===== src/rtl/match_controller_pkg.sv =====
// Shared definitions for the match controller and the score display.
// Holds the state encoding (also exported on o_state) and the default score
// geometry, so the display decodes states and sizes score digits identically.
package match_controller_pkg;

  // Default match length and score counter width.
  localparam int unsigned DefaultWinScore = 9;
  localparam int unsigned DefaultScoreW   = 4;

  // 3-bit state encoding; codes 6 and 7 are unused and recover to StIdle.
  typedef enum logic [2:0] {
    StIdle       = 3'd0,
    StServeLeft  = 3'd1,
    StServeRight = 3'd2,
    StRally      = 3'd3,
    StPointPause = 3'd4,
    StGameOver   = 3'd5
  } state_e;

endpackage


===== src/rtl/match_controller_tick.sv =====
// tick_timer: clearable counter of frame strobes with a terminal-count compare.
// Ports:
//   i_clock, i_reset : clock and asynchronous active-high reset
//   i_clear          : synchronous clear (has priority over i_enable)
//   i_enable         : count one strobe this cycle
//   i_limit          : terminal count to compare against
//   o_done           : high while the count equals i_limit
module tick_timer #(
  parameter int unsigned TICK_W = 9
) (
  input  logic              i_clock,
  input  logic              i_reset,
  input  logic              i_clear,
  input  logic              i_enable,
  input  logic [TICK_W-1:0] i_limit,
  output logic              o_done
);

  logic [TICK_W-1:0] count_q, count_d;

  always_comb begin
    count_d = count_q;
    if (i_clear) begin
      count_d = '0;
    end else if (i_enable) begin
      count_d = count_q + TICK_W'(1);
    end
  end

  always_ff @(posedge i_clock or posedge i_reset) begin
    if (i_reset) begin
      count_q <= '0;
    end else begin
      count_q <= count_d;
    end
  end

  assign o_done = (count_q == i_limit);

endmodule


===== src/rtl/match_controller.sv =====
// match_controller: sequences a full match - serve grant, launch, scoring,
// post-point pause and game-over hold-off - around the ball/paddle datapath.
// Ports:
//   i_clock, i_reset           : clock, asynchronous active-high reset
//   i_tick                     : one-cycle frame strobe, the only time base
//   i_left_click/i_right_click : serve buttons (debounced single-cycle pulses)
//   i_left_miss/i_right_miss   : ball passed a paddle (single-cycle pulses)
//   o_serve_left/o_serve_right : side currently holding the serve
//   o_ball_in_game             : high in RALLY
//   o_launch                   : one-cycle pulse on the first RALLY cycle
//   o_left_score/o_right_score : player points
//   o_game_over, o_winner      : match finished; winner 0 = left, 1 = right
//   o_state                    : current state encoding
module match_controller
  import match_controller_pkg::*;
#(
  parameter int unsigned WIN_SCORE     = DefaultWinScore,
  parameter int unsigned SCORE_W       = DefaultScoreW,
  parameter int unsigned PAUSE_TICKS   = 60,
  parameter int unsigned SERVE_TIMEOUT = 300,
  parameter int unsigned TICK_W        = 9
) (
  input  logic               i_clock,
  input  logic               i_reset,
  input  logic               i_tick,
  input  logic               i_left_click,
  input  logic               i_right_click,
  input  logic               i_left_miss,
  input  logic               i_right_miss,
  output logic               o_serve_left,
  output logic               o_serve_right,
  output logic               o_ball_in_game,
  output logic               o_launch,
  output logic [SCORE_W-1:0] o_left_score,
  output logic [SCORE_W-1:0] o_right_score,
  output logic               o_game_over,
  output logic               o_winner,
  output logic [2:0]         o_state
);

  localparam logic [SCORE_W-1:0] WinScore  = SCORE_W'(WIN_SCORE);
  localparam logic [TICK_W-1:0]  ServeLast = TICK_W'(SERVE_TIMEOUT - 1);
  localparam logic [TICK_W-1:0]  PauseLast = TICK_W'(PAUSE_TICKS - 1);
  // Game-over count stops here, marking the hold-off as fully elapsed.
  localparam logic [TICK_W-1:0]  PauseFull = TICK_W'(PAUSE_TICKS);

  state_e             state_q, state_d;
  logic [SCORE_W-1:0] left_score_q, left_score_d;
  logic [SCORE_W-1:0] right_score_q, right_score_d;
  logic               server_q, server_d;   // pending server: 0 = left, 1 = right
  logic               winner_q, winner_d;
  logic               launch_q, launch_d;

  logic               timer_clear;
  logic               timer_enable;
  logic [TICK_W-1:0]  timer_limit;
  logic               timer_done;
  logic [SCORE_W-1:0] left_inc, right_inc;
  logic               any_click;

  assign left_inc  = left_score_q + SCORE_W'(1);
  assign right_inc = right_score_q + SCORE_W'(1);
  assign any_click = i_left_click | i_right_click;

  tick_timer #(
    .TICK_W (TICK_W)
  ) u_tick_timer (
    .i_clock  (i_clock),
    .i_reset  (i_reset),
    .i_clear  (timer_clear),
    .i_enable (timer_enable),
    .i_limit  (timer_limit),
    .o_done   (timer_done)
  );

  always_comb begin
    state_d       = state_q;
    left_score_d  = left_score_q;
    right_score_d = right_score_q;
    server_d      = server_q;
    winner_d      = winner_q;
    timer_enable  = 1'b0;
    timer_limit   = PauseLast;

    case (state_q)
      StIdle: begin
        state_d       = StServeLeft;
        left_score_d  = '0;
        right_score_d = '0;
      end
      StServeLeft: begin
        timer_limit  = ServeLast;
        timer_enable = i_tick;
        if (i_left_click || (i_tick && timer_done)) begin
          state_d = StRally;
        end
      end
      StServeRight: begin
        timer_limit  = ServeLast;
        timer_enable = i_tick;
        if (i_right_click || (i_tick && timer_done)) begin
          state_d = StRally;
        end
      end
      StRally: begin
        // Left miss wins when both sides miss in the same cycle.
        if (i_left_miss) begin
          right_score_d = right_inc;
          server_d      = 1'b1;
          if (right_inc == WinScore) begin
            state_d  = StGameOver;
            winner_d = 1'b1;
          end else begin
            state_d = StPointPause;
          end
        end else if (i_right_miss) begin
          left_score_d = left_inc;
          server_d     = 1'b0;
          if (left_inc == WinScore) begin
            state_d  = StGameOver;
            winner_d = 1'b0;
          end else begin
            state_d = StPointPause;
          end
        end
      end
      StPointPause: begin
        timer_enable = i_tick;
        if (i_tick && timer_done) begin
          state_d = server_q ? StServeRight : StServeLeft;
        end
      end
      StGameOver: begin
        // Saturate once the hold-off has elapsed; only then accept a click.
        timer_limit  = PauseFull;
        timer_enable = i_tick && !timer_done;
        if (timer_done && any_click) begin
          state_d = StIdle;
        end
      end
      default: begin
        state_d = StIdle;
      end
    endcase
  end

  assign timer_clear = (state_d != state_q);
  assign launch_d    = (state_d == StRally) && (state_q != StRally);

  always_ff @(posedge i_clock or posedge i_reset) begin
    if (i_reset) begin
      state_q       <= StIdle;
      left_score_q  <= '0;
      right_score_q <= '0;
      server_q      <= 1'b0;
      winner_q      <= 1'b0;
      launch_q      <= 1'b0;
    end else begin
      state_q       <= state_d;
      left_score_q  <= left_score_d;
      right_score_q <= right_score_d;
      server_q      <= server_d;
      winner_q      <= winner_d;
      launch_q      <= launch_d;
    end
  end

  assign o_serve_left   = (state_q == StServeLeft);
  assign o_serve_right  = (state_q == StServeRight);
  assign o_ball_in_game = (state_q == StRally);
  assign o_game_over    = (state_q == StGameOver);
  assign o_launch       = launch_q;
  assign o_left_score   = left_score_q;
  assign o_right_score  = right_score_q;
  assign o_winner       = winner_q;
  assign o_state        = state_q;

endmodule


===== config.mk =====
export PLATFORM = sky130hd
export DESIGN_NAME = match_controller
export DESIGN_NICKNAME = d
export VERILOG_FILES = /design/src/rtl/match_controller_pkg.sv /design/src/rtl/match_controller_tick.sv /design/src/rtl/match_controller.sv
export SDC_FILE = /design/constraint.sdc
export NUM_CORES = 1
export LEC_CHECK = 0
export ABC_AREA = 1
export CAP_MARGIN = 20
export CORE_MARGIN = 2
export CORE_UTILIZATION = 40
export CTS_CLUSTER_DIAMETER = 100
export DETAILED_ROUTE_END_ITERATION = 8
export MAX_ROUTING_LAYER = met4
export PLACE_DENSITY = 0.66
export SYNTH_ARGS = -nofsm -noshare
export SYNTH_HDL_FRONTEND = slang
export SYNTH_SLANG_ARGS = --single-unit

===== constraint.sdc =====
create_clock -name i_clock -period 1.6 [get_ports i_clock]
set_input_delay 0.16 -clock i_clock [delete_from_list [all_inputs] [get_ports i_clock]]
set_output_delay 0.16 -clock i_clock [all_outputs]
set_load 0.05 [all_outputs]

Word level (Yosys, flattened, before mapping):

Index checks and enable logic that the tools add are counted.

* ROM bits: 0
* flip-flop bits (word level): 23
* output and inout bits: 17
* bits in latches: 0
* memories kept: 0
* memory bits (writable): 0

* magnitude comparators: 0
* multipliers: 0
* mux-type cells: 25
* divide/modulo/power cells: 0
* shifts and indexed selects: 0
* equality and inequality tests: 15
* $add $sub $neg: 3
* reduce and logical (&&, ||, !) cells: 18
* bitwise operators: 1

Operators with widths (count)
* $mux 3: 6
* $mux 9: 2
* $pmux 3 s6: 1
* $pmux 9 s2: 1
* $pmux 4 s2: 2
* $mux 4: 3
* $add 9x1->9 const B: 1
* $eq 3x2->1 const B: 3
* $eq 9x9->1: 1
* $add 4x1->4 const B: 2
* $eq 4x4->1 const B: 2
* $mux 1: 8
* $reduce_bool 2->1: 4
* $eq 3x3->1 const B: 2
* $ne 2x2->1 const B: 3
* $logic_and 1x1->1: 4
* $reduce_and 2->1: 2
* $reduce_and 4->1: 1
* $eq 3x1->1 const B: 1
* $logic_not 3->1: 1
* $ne 3x2->1 const B: 1
* $ne 3x3->1: 1
* $reduce_and 3->1: 1
* $reduce_or 3->1: 1
* 7 further kinds: 8

Logic depth before layout (Yosys ltp):

* depth in word-level cells: 10
* gate-level depth with buffers: 14
* depth with buffers taken out: 14

Modules after synthesis:

From an unflattened synthesis, not the netlist that was laid out.

* cells, all modules: 214
* area total of the unflattened synthesis: 1564.0 µm²

By module, submodules not included
* match_controller: area each 949.7 µm², sequential area each 350.3 µm², instances 1, cells each 131
* tick_timer: area each 614.3 µm², sequential area each 225.2 µm², instances 1, cells each 83

Least setup slack after synthesis:

OpenSTA, ideal clock, no wires.

* kind: flip-flop to flip-flop
* start: register state_q[1], in the netlist o_state[1]
* end: register left_score_q[0], in the netlist o_left_score[0]
* setup time: 123 ps
* setup slack: -541 ps
* arrival: 2018 ps
* required time: 1477 ps
* stages on the path, launching flop included: 12
* path through: dfrtp_1 inv_2 nor2_1 inv_1 nor2_4 inv_1 nor2_2 inv_1 nand2_1 inv_1 nand3_1 o21ai_1

* word-level cells in the longest chain between the ends: 3
* elaborated cells between the ends (all ways): 7
* classes of those cells: eq/ne (3); mux (1); reduce/logical (3)

Ends and longest elaborated chain
* start, declared: line match_controller.sv:47 `state_e state_q, state_d;`
* start signal, assigned: line match_controller.sv:152 `state_q <= StIdle;`
* start signal, assigned: line match_controller.sv:159 `state_q <= state_d;`
* $eq 3x2->1 *
* named net o_ball_in_game: line match_controller.sv:32 `output logic o_ball_in_game,`
* $ne 2x2->1 (no line) or $reduce_bool 2->1 (tied branches)
* $reduce_and 3->1 (no line)
* end signal, assigned: line match_controller.sv:160 `left_score_q <= left_score_d;`
* end, declared: line match_controller.sv:48 `logic [SCORE_W-1:0] left_score_q, left_score_d;`

The timed path passes the listed nets; every way through them passes the cells marked *.
A chain may end at the register's enable or synchronous reset.

Worst setup path after layout:

* start: register state_q[2], in the netlist o_state[2]
* end: register u_tick_timer.count_q[6]

* word-level cells in the longest chain between the ends: 10
* elaborated cells between the ends (all ways): 27
* classes of those cells: eq/ne (7); mux (10); reduce/logical (10)

Ends and longest elaborated chain
* $eq 3x1->1 or $eq 3x2->1 (tied branches): line match_controller.sv:85 `case (state_q)`
* $reduce_or 2->1 (no line)
* $pmux 9 s2: line match_controller.sv:85
* $eq 9x9->1: line match_controller_tick.sv:38 `assign o_done = (count_q == i_limit);`
* $logic_and 1x1->1: line match_controller.sv:94, match_controller.sv:101, match_controller.sv:129
* $logic_or 1x1->1, on equally long branches: line match_controller.sv:101, match_controller.sv:94
* $mux 3, on equally long branches: line match_controller.sv:101, match_controller.sv:94
* $pmux 3 s6: line match_controller.sv:85
* $ne 3x3->1: line match_controller.sv:147 `assign timer_clear = (state_d != state_q);`
* $mux 9 or $reduce_bool 2->1 (tied branches)
* end signal, assigned: line match_controller_tick.sv:34 `count_q <= count_d;`
* end, declared: line match_controller_tick.sv:19 `logic [TICK_W-1:0] count_q, count_d;`

Parallel ways exist; a longest one is shown, timed or not.

==> results.sh <==
export IMPL_path_class="reg -> reg"
export IMPL_slew_violations=0
export IMPL_worst_pin_slew_ns=0.2946
export IMPL_clkSinkCount=23
export IMPL_tritoncts="yes"
export IMPL_insertion_delay_ns=0.26
export IMPL_slew_headroom_pct=80.36
export IMPL_path_cells="nor2_4 > nand2_4 > nand2_2 > nand2_2 > nand2_4 > nand2_4 > nand2_4 > nand2_2 > a21oi_2 > nand2_1 > nand3_2 > nor2_4 > inv_4 > nor2_1"
export IMPL_drc=0
export IMPL_synth_nets=222
export IMPL_yosysWarnings=0
export IMPL_critical_path_slowest_cell="dfrtp_2"
export IMPL_fin_nets=298
export IMPL_syn_area_per_cell_um2=7.370
export IMPL_final_common_cell="buf_4"
export IMPL_grt_pass1_vias=1435
export IMPL_final_cell_mix="buf_4, nand2_1, inv_1"
export IMPL_max_stage_delay_ns=0.47
export IMPL_ys_ff_latch=23
export IMPL_synthDistinctLibCells=23
export IMPL_dr_pass1_iters=4
export IMPL_leakage_uw=0.001194
export IMPL_cts_buffer_depth=2
export IMPL_wl_per_cell_um=11.37
export IMPL_maxCapViolations=0
export IMPL_clkTransAtPathRegs_ns=0.08
export IMPL_core_area_um2=3689
export IMPL_start_kind="flop"
export IMPL_cp_arrival_ns=1.95
export IMPL_synthCells=210
export IMPL_h_tree_depth=1
export IMPL_portBuffers=23
export IMPL_min_period_ns=1.795
export IMPL_violations="setup timing"
export IMPL_max_freq_mhz=557.0
export IMPL_status="finished with violations"
export IMPL_cts_buffers=3
export IMPL_antenna_cells=0
export IMPL_grt_max_degree=24
export IMPL_die_w_um=66.21
export IMPL_end_kind="flop"
export IMPL_fin_crit_sh_pct=112.2
export IMPL_hold_path_class="in -> async"
export IMPL_ys_seq_area_share_pct=37.19
export IMPL_die_h_um=66.21
export IMPL_setup_viol=15
export IMPL_wl_um=3786
export IMPL_vias_per_cell=4.595
export IMPL_grt_pass1_wl_um=6189
export IMPL_final_cells=333
export IMPL_overflow=0
export IMPL_first_iter_violations=59
export IMPL_ant_nets=0
export IMPL_worst_path_most_repeated_cell="nand2_4"
export IMPL_layout_drive_gt1_share_pct=51.93
export IMPL_power_density_nw_per_um2=1618
export IMPL_antenna_found_initial=0
export IMPL_cts_root_buf="clkbuf_8"
export IMPL_syn2layout_area_growth_pct=57.88
export IMPL_rsz0062_at_grt="true"
export IMPL_num_vias=1530
export IMPL_ios=24
export IMPL_dp_hpwl_um=2834
export IMPL_cp_max_fo=7
export IMPL_die_area_um2=4383
export IMPL_vdd_ir_drop_max_v=0.0008683
export IMPL_start_util_pct=41.96
export IMPL_finalHoldViolCount=0
export IMPL_finalWeightedCongestion=0.9169
export IMPL_syn_area_um2=1548
export IMPL_placedCellCount=318
export IMPL_rows=22
export IMPL_fin_ws_ns=-0.1954
export IMPL_grt_use_total_pct=18.92
export IMPL_tns_ns=-1.876
export IMPL_cp_required_ns=1.75
export IMPL_finClkSkew_ns=0.005623
export IMPL_holdBufCountCts=0
-- metal layers --
metal	up-vias	part of all wire (%)	GRT usage, %
li1	803	-	-
met1	701	47	23.37
met2	24	50	32.75
met3	2	2.7	2.555
met4	0	0.48	4.592
met5	-	0	-
-- area by class of cell --
| type | count | area [um^2] |
|---|---|---|
| Timing Repair Buffer | 71 | 616.8 |
| Sequential cell | 23 | 584.3 |
| Tap cell | 48 | 60.06 |
| Fill cell | 319 | 1245 |
| Multi-Input combinational cell | 151 | 997.2 |
| Inverter | 36 | 140.1 |
| Clock buffer | 4 | 45.04 |
-- synthesized netlist by cell type --
cell type	instances	share of area [%]
nor2_4	5	3.6
nand4_1	4	1.6
o21ai_1	3	0.97
nor2_1	21	5.1
nand2_4	1	0.73
xnor2_1	1	0.57
nand4_2	1	0.81
mux2_2	1	0.73
a21oi_1	4	1.3
nor2_2	10	4.0
inv_1	33	8.0
inv_4	1	0.40
nand3_2	4	2.6
nand2_2	9	3.6
a21oi_2	1	0.57
clkinv_1	1	0.24
dfrtp_1	23	37
nand3_1	16	5.2
ha_1	5	4.0
inv_2	1	0.24
xor2_1	7	4.0
nand2_1	53	13
o21ai_0	5	1.6
-- logic make-up after synthesis --
kind of cell	Yosys count	synth area share, %
adders and majority gates	5	4.042
and+or+nand+nor	124	40.18
DFF	23	37.19
buffers and inverters	36	8.892
muxes	1	0.7275
xor gates and xnor gates	8	4.527
AOI/OAI and AO/OA	13	4.446
-- final timing paths --
check                      slack [ns]  startpoint                       to  cells after the start
max                             -0.20  o_state[2]  u_tick_timer.count_q[6]                     14
min reg2reg                      0.53    o_winner                 o_winner                      1
max in group asynchronous        1.12     i_reset         o_right_score[1]                      3
min in group i_clock             0.53    o_winner                 o_winner                      1
max reg2reg                     -0.20  o_state[2]  u_tick_timer.count_q[6]                     14
min                              0.23     i_reset         o_right_score[3]                      3
-- critical path, delay by kind of cell, from the launching register on --
family / cells / cell delay, ns
AO/OA/AOI/OAI: 1 / 0.13
flip-flops: 1 / 0.47
buffers and inverters: 1 / 0.10
AND/OR/NAND/NOR: 12 / 0.97
-- where the power goes --
part           total (uW)  internal [uW]  switching (uW)  leakage, uW
combinational        2730           1140            1590     0.000870
clock                 356            177             178    0.0000228
sequential            867            703             164     0.000301
-- metrics by stage --
step / instance area (um^2) / setup slack (ns) / hold WS [ns] / util (%) / power [uW]
finish: 2444 / -0.1954 / 0.2327 / 66.25 / 3955
global route: 2444 / -0.3160 / 0.2813 / 66.25 / 4236
CTS: 2380 / -0.1699 / 0.2354 / 64.52 / 3845
detailed placement: 2150 / -0.2247 / 0.5035 / 58.28 / 3225
global placement: 2150 / -0.1882 / 0.4919 / 58.28 / 3188
floorplan: 1574 / -0.3402 / 0.1614 / - / 2267
-- registers in the layout, summed over array words and instances, names as in the netlist --
register	cells
o_launch	1
server_q	1
o_winner	1
o_left_score	4
u_tick_timer.count_q	9
o_right_score	4
o_state	3
-- what timing repair did --
item / CTS / global route
cloned: 0 / 0
resized for setup: 28 / 20
setup endpoints to repair: 13 / 24
pin swaps: 16 / 4
buffers inserted: 10 / 4
Power figures use the tool's default switching activity.
